**config.mk**
```make
export PLATFORM = sky130hd
export DESIGN_NAME = icache_req_arbiter
export DESIGN_NICKNAME = d
export VERILOG_FILES = /design/src/rtl/icache_req_arbiter.sv
export SDC_FILE = /design/constraint.sdc
export NUM_CORES = 1
export LEC_CHECK = 0
export ABC_CLOCK_PERIOD_IN_PS = 2720
export BUFFER_PORTS_ARGS = -buffer_cell sky130_fd_sc_hd__buf_2
export CAP_MARGIN = 20
export CORE_MARGIN = 5
export CORE_UTILIZATION = 37
export DETAILED_ROUTE_END_ITERATION = 7
export GPL_ROUTABILITY_DRIVEN = 0
export GPL_TIMING_DRIVEN = 0
export PLACE_DENSITY = 0.92
export RECOVER_POWER = 100
export SLEW_MARGIN = 40
export SYNTH_ARGS = -nofsm -noshare
export SYNTH_HDL_FRONTEND = slang
export SYNTH_SLANG_ARGS = --single-unit
```
**constraint.sdc**
```tcl
create_clock -name clk_i -period 2.72 [get_ports clk_i]
set_clock_uncertainty 0.2 [all_clocks]
set_input_delay 0.136 -clock clk_i [delete_from_list [all_inputs] [get_ports clk_i]]
set_output_delay 0.136 -clock clk_i [all_outputs]
set_load 0.1 [all_outputs]
```
**src/rtl/icache_req_arbiter.sv**
```systemverilog
// Arbitrates demand fetch and next-line prefetch onto a single icache port.
// Only one access is outstanding; a flush kills it, and the icache response is then drained.
module icache_req_arbiter #(
  parameter int ADDR_W = 40,
  parameter int CNT_W  = 16
) (
  input  logic              clk_i,
  input  logic              rst_i,
  input  logic              fetch_valid_i,
  input  logic [ADDR_W-1:0] fetch_vaddr_i,
  output logic              fetch_ready_o,
  input  logic              pf_valid_i,
  input  logic [ADDR_W-1:0] pf_vaddr_i,
  output logic              pf_ready_o,
  input  logic              flush_i,
  input  logic              icache_req_ready_i,
  output logic              icache_req_valid_o,
  output logic [ADDR_W-1:0] icache_req_vaddr_o,
  output logic              icache_req_kill_o,
  input  logic              icache_resp_valid_i,
  input  logic              icache_resp_xcpt_i,
  output logic              fetch_resp_valid_o,
  output logic              fetch_resp_xcpt_o,
  output logic              pf_done_o,
  output logic              busy_o,
  output logic [CNT_W-1:0]  kill_cnt_o
);

  typedef enum logic [1:0] {
    IDLE      = 2'd0,
    WAIT_RESP = 2'd1,
    KILL_WAIT = 2'd2
  } state_t;

  typedef enum logic {
    OWN_FETCH = 1'b0,
    OWN_PF    = 1'b1
  } owner_t;

  state_t             state;
  state_t             state_nxt;
  owner_t             owner;
  owner_t             owner_nxt;
  logic [CNT_W-1:0]   kill_cnt;
  logic [CNT_W-1:0]   kill_cnt_nxt;

  logic in_idle;
  logic req_valid;
  logic grant_fetch;
  logic grant_pf;
  logic resp_ok;
  logic do_kill;

  // Request, grant and response qualifiers shared by next-state and output logic
  always_comb begin
    in_idle     = (state == IDLE);
    req_valid   = in_idle & ~flush_i & (fetch_valid_i | pf_valid_i);
    grant_fetch = req_valid & icache_req_ready_i & fetch_valid_i;
    grant_pf    = req_valid & icache_req_ready_i & ~fetch_valid_i;
    resp_ok     = (state == WAIT_RESP) & icache_resp_valid_i & ~flush_i;
    do_kill     = (state == WAIT_RESP) & flush_i & ~icache_resp_valid_i;
  end

  // State, owner and kill-counter registers
  always_ff @(posedge clk_i or posedge rst_i) begin
    if (rst_i) begin
      state    <= IDLE;
      owner    <= OWN_FETCH;
      kill_cnt <= {CNT_W{1'b0}};
    end else begin
      state    <= state_nxt;
      owner    <= owner_nxt;
      kill_cnt <= kill_cnt_nxt;
    end
  end

  // Next-state logic; a response coincident with a flush retires the access without a kill
  always_comb begin
    state_nxt    = state;
    owner_nxt    = owner;
    kill_cnt_nxt = kill_cnt;
    case (state)
      IDLE: begin
        if (grant_fetch | grant_pf) begin
          state_nxt = WAIT_RESP;
          owner_nxt = grant_fetch ? OWN_FETCH : OWN_PF;
        end else begin
          state_nxt = IDLE;
        end
      end
      WAIT_RESP: begin
        if (icache_resp_valid_i) begin
          state_nxt = IDLE;
        end else if (flush_i) begin
          state_nxt = KILL_WAIT;
        end else begin
          state_nxt = WAIT_RESP;
        end
      end
      KILL_WAIT: begin
        if (icache_resp_valid_i) begin
          state_nxt = IDLE;
        end else begin
          state_nxt = KILL_WAIT;
        end
      end
      default: begin
        state_nxt = IDLE;
      end
    endcase
    // Saturating count: holds at all-ones rather than wrapping
    if (do_kill && (kill_cnt != {CNT_W{1'b1}})) begin
      kill_cnt_nxt = kill_cnt + {{(CNT_W-1){1'b0}}, 1'b1};
    end else begin
      kill_cnt_nxt = kill_cnt;
    end
  end

  // Outputs; everything is forced low while reset is held
  always_comb begin
    if (rst_i) begin
      icache_req_valid_o = 1'b0;
      icache_req_vaddr_o = {ADDR_W{1'b0}};
      fetch_ready_o      = 1'b0;
      pf_ready_o         = 1'b0;
      icache_req_kill_o  = 1'b0;
      fetch_resp_valid_o = 1'b0;
      fetch_resp_xcpt_o  = 1'b0;
      pf_done_o          = 1'b0;
      busy_o             = 1'b0;
    end else begin
      icache_req_valid_o = req_valid;
      icache_req_vaddr_o = fetch_valid_i ? fetch_vaddr_i : pf_vaddr_i;
      fetch_ready_o      = grant_fetch;
      pf_ready_o         = grant_pf;
      icache_req_kill_o  = do_kill;
      fetch_resp_valid_o = resp_ok & (owner == OWN_FETCH);
      fetch_resp_xcpt_o  = resp_ok & (owner == OWN_FETCH) & icache_resp_xcpt_i;
      pf_done_o          = resp_ok & (owner == OWN_PF);
      busy_o             = ~in_idle;
    end
    kill_cnt_o = kill_cnt;
  end

endmodule

```
==> results.md, run 1 <==
* Clk buf depth at 2
* Hold crit path type: in2reg
* Post-Syn Nets at 279
* DRC at 0
* Commonest cells after routing, fill and taps aside: buf_2 (89), clkbuf_1 (60), nor2_1 (48)
* Sequential area share after synthesis at 0.297
* Min-delay src: icache_req_ready_i
* Total grt overflow at 0
* Vias in the first global route at 2039
* Fin. Hold Viols at 0
* Crit path from: fetch_valid_i
* Top cell type by total area after synthesis: dfrtp_1
* H-tree depth at 1
* Internal at 0.557 mW
* Diode count at 0
* Crit. End Element: primary output
* Async SR Flop Fraction at 1.00
* Crit path max fanout at 10
* Sequential Power Share at 0.269
* Ys flop type: dfrtp_1
* Cell count after synthesis at 190
* Pin count of the biggest net entering global routing at 20
* Syn_area_per_cell at 8.42 sq um
* Vias at 1999
* Total track usage at 0.206
* Die Ht at 75.7 microns
* Initial antenna violation count at 0
* Most common cell after layout, fill and taps aside: buf_2
* Post-synth EDFFs at 0
* Post-DR wirelength/cell at 14.9 microns
* Count of unique library cells instantiated by Yosys at 32
* Placed cell count at 392
* Max-slew violations at 0
* HPWL after DPL at 4970 microns
* Leak at 1.34 nW
* # hold bufs at CTS at 3
* Net switching power at 0.729 mW
* Nets@finish at 437
* Top cell type's share of synthesized area at 0.297
* Post-route minimum period at 2.38 ns
* Final Util at 0.569
* RSZ-0062 raised after global routing: false
* FP Rows at 24
* Req. time, crit path at 2.38 ns
* Clk pwr share at 0.154
* Synth top area cells: dfrtp_1 (30%), mux2i_1 (25%), nor2_1 (12%), xor2_1 (7.7%), nor3_1 (2.5%)
* CP Launch Type: input pin
* Via density per instance at 5.01
* Core area at 0.00426 sq mm
* CTS buffer count at 3
* CTS tree: yes
* Number of gates resized after CTS at 0
* Warnings from Yosys at 0
* Number of max-cap violations at 0
* RR Startpoint: kill_cnt_o[0]
* I/O Buffers at 150
* CTS sink cnt at 19
* Area Growth Syn to Fin at 51.8%
* Arr. time, crit path at 2.04 ns
* Combinational power share at 0.577
* Cell Area, Synth at 0.00160 sq mm
* Die X at 75.7 microns
* Worst slew margin at 0.208
* Number of routed nets with antenna violations at 0
* Layout cells sized above 1 at 0.329
* Setup violations, final at 0
* Starting Density at 0.375
* First-pass GRT wire length at 9150 microns
* Clock Pin Slew Worst Setup and Hold Paths at 0.07 ns
* DIE AREA at 0.00574 sq mm
* First DRT Iteration DRCs at 77
* Tcrit/Tclk final at 0.875
* Switching power share of the total at 0.567
* I/O pin cnt at 152
* Clock root buffer: clkbuf_8
* Slew of the pin with the lowest slew margin at 1.19 ns
* Outcome: finished, final reports clean
* Setup TNS at 0 ns
* Postcts setup bufs at 0
* Critical path class: in2out
* Pwr dens at 530 mW/mm^2
* #FFs+latches synth at 19
* Clock latency at the later pin of the worst-skew pair at 0.26 ns
* Worst VDD drop at 417 uV
* Drt first pass iters at 4
* Cell Count, Final, Fillers Out at 399
* Max Clock Freq at 0.420 GHz
* Total Wirelength at 5960 microns
-- path summary, 6_finish.rpt --
check,to,slack (ns),depth (start not counted)
setup / recovery,icache_req_vaddr_o[4],0.34,5
hold / removal,state[0],0.10,3
setup reg to reg,kill_cnt_o[1],0.37,5
hold reg to reg,kill_cnt_o[0],0.29,1
max in group asynchronous,kill_cnt_o[0],1.47,4
min in group asynchronous,owner,0.37,4
-- registers in the layout (all words and copies together), names as in the netlist --
register    cells
kill_cnt_o     16
state           2
owner           1
-- final cells by class --
type	instances	area, sq um
inverter	3	11.3
sequential	19	478
buffer	11	45.0
timing repair buffer	153	717
fill	411	1840
tap	52	65.1
multi-input combinational	157	1070
clock buffer	4	45.0
-- stage by stage --
stage	total power, mW	hold slack (ns)	cell area, sq um	worst slack, ns
2_1_floorplan	0.944	-0.000862	1610	0.0416
3_3_place_gp	1.09	0.135	2430	0.646
3_5_place_dp	1.11	0.137	2430	0.603
4_1_cts	1.31	0.108	2500	0.445
5_1_grt	1.34	0.127	2430	0.216
6_report	1.29	0.102	2430	0.341
-- synthesized netlist by cell type, types with 3 or more instances --
library cell / count
xor2_1: 14
nand3_1: 4
nor4_1: 3
dfrtp_1: 19
inv_1: 3
clkbuf_1: 6
nand2_1: 9
nor2_1: 49
and3_1: 4
nor3b_1: 3
nor3_1: 8
buf_2: 3
mux2i_1: 40
-- per-layer routing --
layer / track usage / vias up / share of wire
met5: 0 / - / 0
met4: 0.0816 / 0 / 0.025
met3: 0.0422 / 18 / 0.072
met2: 0.393 / 86 / 0.55
met1: 0.217 / 927 / 0.35
li1: - / 968 / -
-- kinds of logic after synthesis --
kind of cell | share of synthesized area
adders and majority gates | 0.00782
xor gates and xnor gates | 0.0822
buffers and inverters | 0.0352
DFF | 0.297
muxes | 0.257
and+or+nand+nor | 0.300
AOI/OAI and AO/OA | 0.0196
-- power by group through the flow --
stage          registers (mW)  clock network (mW)  logic [mW]
2_1_floorplan           0.497                   0       0.447
3_3_place_gp            0.346                   0       0.743
3_5_place_dp            0.350                   0       0.757
4_1_cts                 0.345               0.199       0.762
5_1_grt                 0.351               0.212       0.778
6_report                0.346               0.198       0.742
-- critical path, stage by stage --
cell and delay, ns:
clkbuf_1 0.37, buf_2 0.39, mux2i_1 0.12, nor2_1 0.12
clkbuf_1 0.90
Power figures use the tool's default switching activity.
==> inputs of run 2 (changes only) <==
- CORE_MARGIN: 5 -> 1
==> results.md, run 2 (synthesis results as in run 1) <==
* Outcome: finished, final reports clean
* Req. time, crit path at 2.38 ns
* Die Ht at 67.7 microns
* Setup violations, final at 0
* Via density per instance at 4.91
* Worst R2R End: kill_cnt_o[1]
* Tcrit/Tclk final at 0.873
* Worst VDD drop at 315 uV
* Post-DR wirelength/cell at 12.7 microns
* Number of routed nets with antenna violations at 0
* Commonest cells after routing, fill and taps aside: buf_2 (88), clkbuf_1 (64), nor2_1 (48)
* Hold depth at 3
* Leak at 1.32 nW
* Initial antenna violation count at 0
* Clock Pin Slew Worst Setup and Hold Paths at 0.06 ns
* H-tree depth at 1
* Worst R2R Path Depth at 5
* First DRT Iteration DRCs at 153
* Worst slew margin at 0.216
* Number of flip-flops in the largest register at 16
* RSZ-0062 raised after global routing: false
* CP Launch Type: input pin
* FP Rows at 23
* Clk buf depth at 2
* I/O pin cnt at 152
* Slew of the pin with the lowest slew margin at 1.18 ns
* Top cell by count, worst path: clkbuf_1
* Core area at 0.00409 sq mm
* CP Cell Sequence: dlygate4sd3_1 > clkbuf_1 > nor2_1 > nand3_1 > nor2_2 > clkbuf_1
* Number of max-cap violations at 0
* Starting Density at 0.391
* Total Wirelength at 5050 microns
* Multi-input gate area at 0.00106 sq mm
* Fin. Hold Viols at 0
* Reg area at 478 sq um
* Layout cells sized above 1 at 0.314
* Total track usage at 0.206
* Max-slew violations at 0
* Critical path class: in2out
* I/O Buffers at 150
* Diode count at 0
* Fillers at 401
* Vias in the first global route at 1691
* Max stage delay on crit path at 0.87 ns
* CP top delay family: buffers and inverters
* # hold bufs at CTS at 3
* Total grt overflow at 0
* Pin count of the biggest net entering global routing at 20
* CTS buffer count at 3
* Hold crit path type: in2reg
* Slowest stage cell, crit path: clkbuf_1
* Clock latency at the later pin of the worst-skew pair at 0.25 ns
* Clock root buffer: clkbuf_8
* Worst Hold End: state[0]
* Min-delay src: icache_req_ready_i
* Max Clock Freq at 0.421 GHz
* Drt first pass iters at 4
* Area Growth Syn to Fin at 50.9%
* Most common cell after layout, fill and taps aside: buf_2
* CTS tree: yes
* Vias at 1950
* DIE AREA at 0.00459 sq mm
* CP bufs+invs at 3
* HPWL after DPL at 4140 microns
* Crit path max fanout at 5
* DRC at 0
* Nets@finish at 437
* Number of gates resized after CTS at 0
* Worst Hold Slack at 0.119 ns
* Flop-to-flop setup slack at 0.38 ns
* Crit. End Element: primary output
* First-pass GRT wire length at 7340 microns
* Die X at 67.7 microns
* CTS sink cnt at 19
* RR Startpoint: kill_cnt_o[0]
* Setup TNS at 0 ns
* Pwr dens at 525 mW/mm^2
* Post-route minimum period at 2.37 ns
* Postcts setup bufs at 0
* Arr. time, crit path at 2.04 ns
-- run 2: cell types whose count changed in the layout (fill, tap and decap cells not counted), sizes merged --
cell	previous run	this run
clkbuf	76	77
buf	89	88
-- run 2: cell type report --
| type | count | area share |
|---|---|---|
| Multi-Input combinational cell | 157 | 0.439 |
| Timing Repair Buffer | 153 | 0.295 |
| Sequential cell | 19 | 0.198 |
| Tap cell | 50 | 0.0259 |
| Clock buffer | 4 | 0.0187 |
| Buffer | 11 | 0.0187 |
| Inverter | 3 | 0.00467 |
-- run 2: where the power goes --
part           internal (mW)  leakage [nW]  switching, mW  total (mW)
Sequential             0.312         0.256         0.0305       0.342
Combinational          0.138          1.04          0.596       0.734
Clock                  0.104        0.0228         0.0862       0.190
-- run 2: metrics by stage --
stage	area, sq um	std cells	total power, mW	setup WS, ns	utilization
3_5_place_dp	2430	390	1.10	0.631	0.594
6_report	2410	397	1.27	0.345	0.591
4_1_cts	2500	397	1.29	0.431	0.612
2_1_floorplan	1610	190	0.944	0.0416	-
3_3_place_gp	2430	390	1.09	0.652	0.594
5_1_grt	2410	397	1.32	0.194	0.591
-- run 2: tightest hold or removal path: cells and delay by family --
kind            cells  cell delay, ns
buf+inv             1            0.07
compound gates      2            0.32
-- run 2: worst max path at each step --
| stage | from | endpoint | slack [ns] | depth (start not counted) |
|---|---|---|---|---|
| final | flush_i | fetch_resp_valid_o | 0.35 | 6 |
| after global routing | kill_cnt_o[0] | kill_cnt_o[1] | 0.19 | 5 |
| after CTS | flush_i | fetch_ready_o | 0.43 | 6 |
| after detailed placement | fetch_valid_i | icache_req_vaddr_o[35] | 0.63 | 5 |
| after global placement | fetch_valid_i | icache_req_vaddr_o[35] | 0.65 | 5 |
| after floorplan | state[1] | fetch_resp_xcpt_o | 0.04 | 4 |
-- run 2: layer usage --
metal | wire, microns | GRT usage | vias up | part of all wire
met1 | 2100 | 0.247 | 894 | 0.42
met5 | 0 | 0 | - | 0
met2 | 2640 | 0.386 | 82 | 0.52
met4 | 59 | 0.0426 | 0 | 0.012
met3 | 256 | 0.0220 | 7 | 0.051
li1 | - | - | 967 | -
==> inputs of run 3 (changes only) <==
==> constraint.sdc (replaced) <==
create_clock -name clk_i -period 2.72 [get_ports clk_i]
set_clock_uncertainty 0.2 [all_clocks]
set_input_delay 0.408 -clock clk_i [delete_from_list [all_inputs] [get_ports clk_i]]
set_output_delay 0.408 -clock clk_i [all_outputs]
set_load 0.1 [all_outputs]
==> results.md, run 3 (synthesis results as in run 1) <==
* Outcome: finished, final reports clean
* Starting Density at 0.391
* Internal at 0.565 mW
* Worst R2R Path Depth at 5
* CTS sink cnt at 19
* M1 GR Usage at 0.242
* CP Launch Type: input pin
* Core area at 0.00409 sq mm
* Nets@finish at 434
* Worst R2R End: kill_cnt_o[1]
* Arr. time, crit path at 1.98 ns
* Area Growth Syn to Fin at 58.3%
* Post-route minimum period at 2.59 ns
* Hold depth at 2
* Net switching power at 0.738 mW
* Placed cell count at 390
* Vias at 2000
* DIE AREA at 0.00459 sq mm
* HPWL after DPL at 4760 microns
* Slowest stage cell, crit path: clkbuf_1
* First DRT Iteration DRCs at 149
* Clk pwr share at 0.155
* Layout cells sized above 1 at 0.549
* Most common cell after layout, fill and taps aside: buf_2
* Max stage delay on crit path at 0.57 ns
* DRC at 0
* FP Rows at 23
* Worst slew margin at 0.230
* Via density per instance at 5.08
* Crit. End Element: primary output
* Leak at 1.44 nW
* I/O pin cnt at 152
* CTS buffer count at 3
* CP Cell Sequence: buf_2 > clkbuf_1 > clkbuf_1 > nor2_2 > clkbuf_2
* Multi-input gate area at 0.00116 sq mm
* Clock latency at the later pin of the worst-skew pair at 0.26 ns
* RR Startpoint: kill_cnt_o[0]
* Total grt overflow at 0
* Grt met3 use at 0.0541
* Combinational power share at 0.583
* Reg area at 478 sq um
* Met2 Usage GRT at 0.415
* Post-DR wirelength/cell at 14.2 microns
* Worst VDD drop at 418 uV
* I/O Buffers at 150
* Clock Pin Slew Worst Setup and Hold Paths at 0.07 ns
* # hold bufs at CTS at 0
* Max-slew violations at 0
* Max Clock Freq at 0.386 GHz
* Pin count of the biggest net entering global routing at 20
* Setup violations, final at 0
* Number of routed nets with antenna violations at 0
* Pwr dens at 515 mW/mm^2
* Drt first pass iters at 4
* Fillers at 377
* RSZ-0062 raised after global routing: false
* Number of max-cap violations at 0
* Crit path max fanout at 10
* CTS tree: yes
* Clk buf depth at 2
* Vias in the first global route at 1777
* Commonest cells after routing, fill and taps aside: buf_2 (100), nor2_2 (40), mux2i_1 (40)
* Min-delay src: icache_resp_valid_i
* Switching power share of the total at 0.567
* Worst Hold Slack at 0.141 ns
* Place WS at 0.113 ns
* Number of flip-flops in the largest register at 16
* Final Util at 0.619
* Worst Hold End: state[1]
* H-tree depth at 1
* Number of gates resized after CTS at 0
* Sequential Power Share at 0.262
* Slew of the pin with the lowest slew margin at 1.16 ns
* Req. time, crit path at 2.11 ns
* Flop-to-flop setup slack at 0.42 ns
* Critical path class: in2out
* Initial antenna violation count at 0
* Top cell by count, worst path: clkbuf_1
* Grt peak-use layer: met2
* First-pass GRT wire length at 7820 microns
* Clock root buffer: clkbuf_8
* Cell Count, Final, Fillers Out at 394
* Diode count at 0
* Tcrit/Tclk final at 0.951
* Hold crit path type: in2reg
* Total track usage at 0.228
* Worst setup margin at 0.133 ns
* Die Ht at 67.7 microns
* Fin. Hold Viols at 0
* Postcts setup bufs at 0
* Die X at 67.7 microns
* Total Wirelength at 5580 microns
-- run 3: through the flow --
stage	setup TNS (ns)	area, sq um	total power, mW
CTS	0	2570	1.31
finish	0	2530	1.30
global placement	0	2520	1.11
floorplan	-0.616	1710	0.964
global route	0	2530	1.36
detailed placement	0	2520	1.12
-- run 3: critical path, delay by kind of cell --
family / cells / cell delay, ns
buffers and inverters: 4 / 1.48
AND/OR/NAND/NOR: 1 / 0.09
-- run 3: layer usage --
| layer | vias to the layer above | routed length (microns) | part of all wire |
|---|---|---|---|
| li1 | 962 | - | - |
| met3 | 15 | 457 | 0.082 |
| met2 | 95 | 2950 | 0.53 |
| met4 | 0 | 165 | 0.030 |
| met1 | 928 | 2010 | 0.36 |
| met5 | - | 0 | 0 |
-- run 3: worst max-delay path by stage --
stage / to / slack [ns] / startpoint
2_1_floorplan: fetch_ready_o / -0.29 / fetch_valid_i
3_3_place_gp: icache_req_valid_o / 0.12 / fetch_valid_i
3_5_place_dp: icache_req_valid_o / 0.11 / fetch_valid_i
4_1_cts: icache_req_vaddr_o[35] / 0.11 / fetch_valid_i
5_1_grt: icache_req_vaddr_o[24] / 0.05 / rst_i
6_report: icache_req_vaddr_o[28] / 0.13 / rst_i
-- run 3: cell type report --
type / count / area share
buffer: 11 / 0.0183
clock buffer: 3 / 0.0163
clock inverter: 1 / 0.00198
inverter: 3 / 0.00445
multi-input combinational: 157 / 0.457
sequential: 19 / 0.189
tap: 50 / 0.0247
timing repair buffer: 150 / 0.289
-- run 3: power groups by stage --
stage	registers [mW]	logic, mW	clock network (mW)
floorplan	0.497	0.467	0
global placement	0.346	0.762	0
detailed placement	0.347	0.770	0
CTS	0.342	0.771	0.201
global route	0.349	0.795	0.216
finish	0.342	0.760	0.202
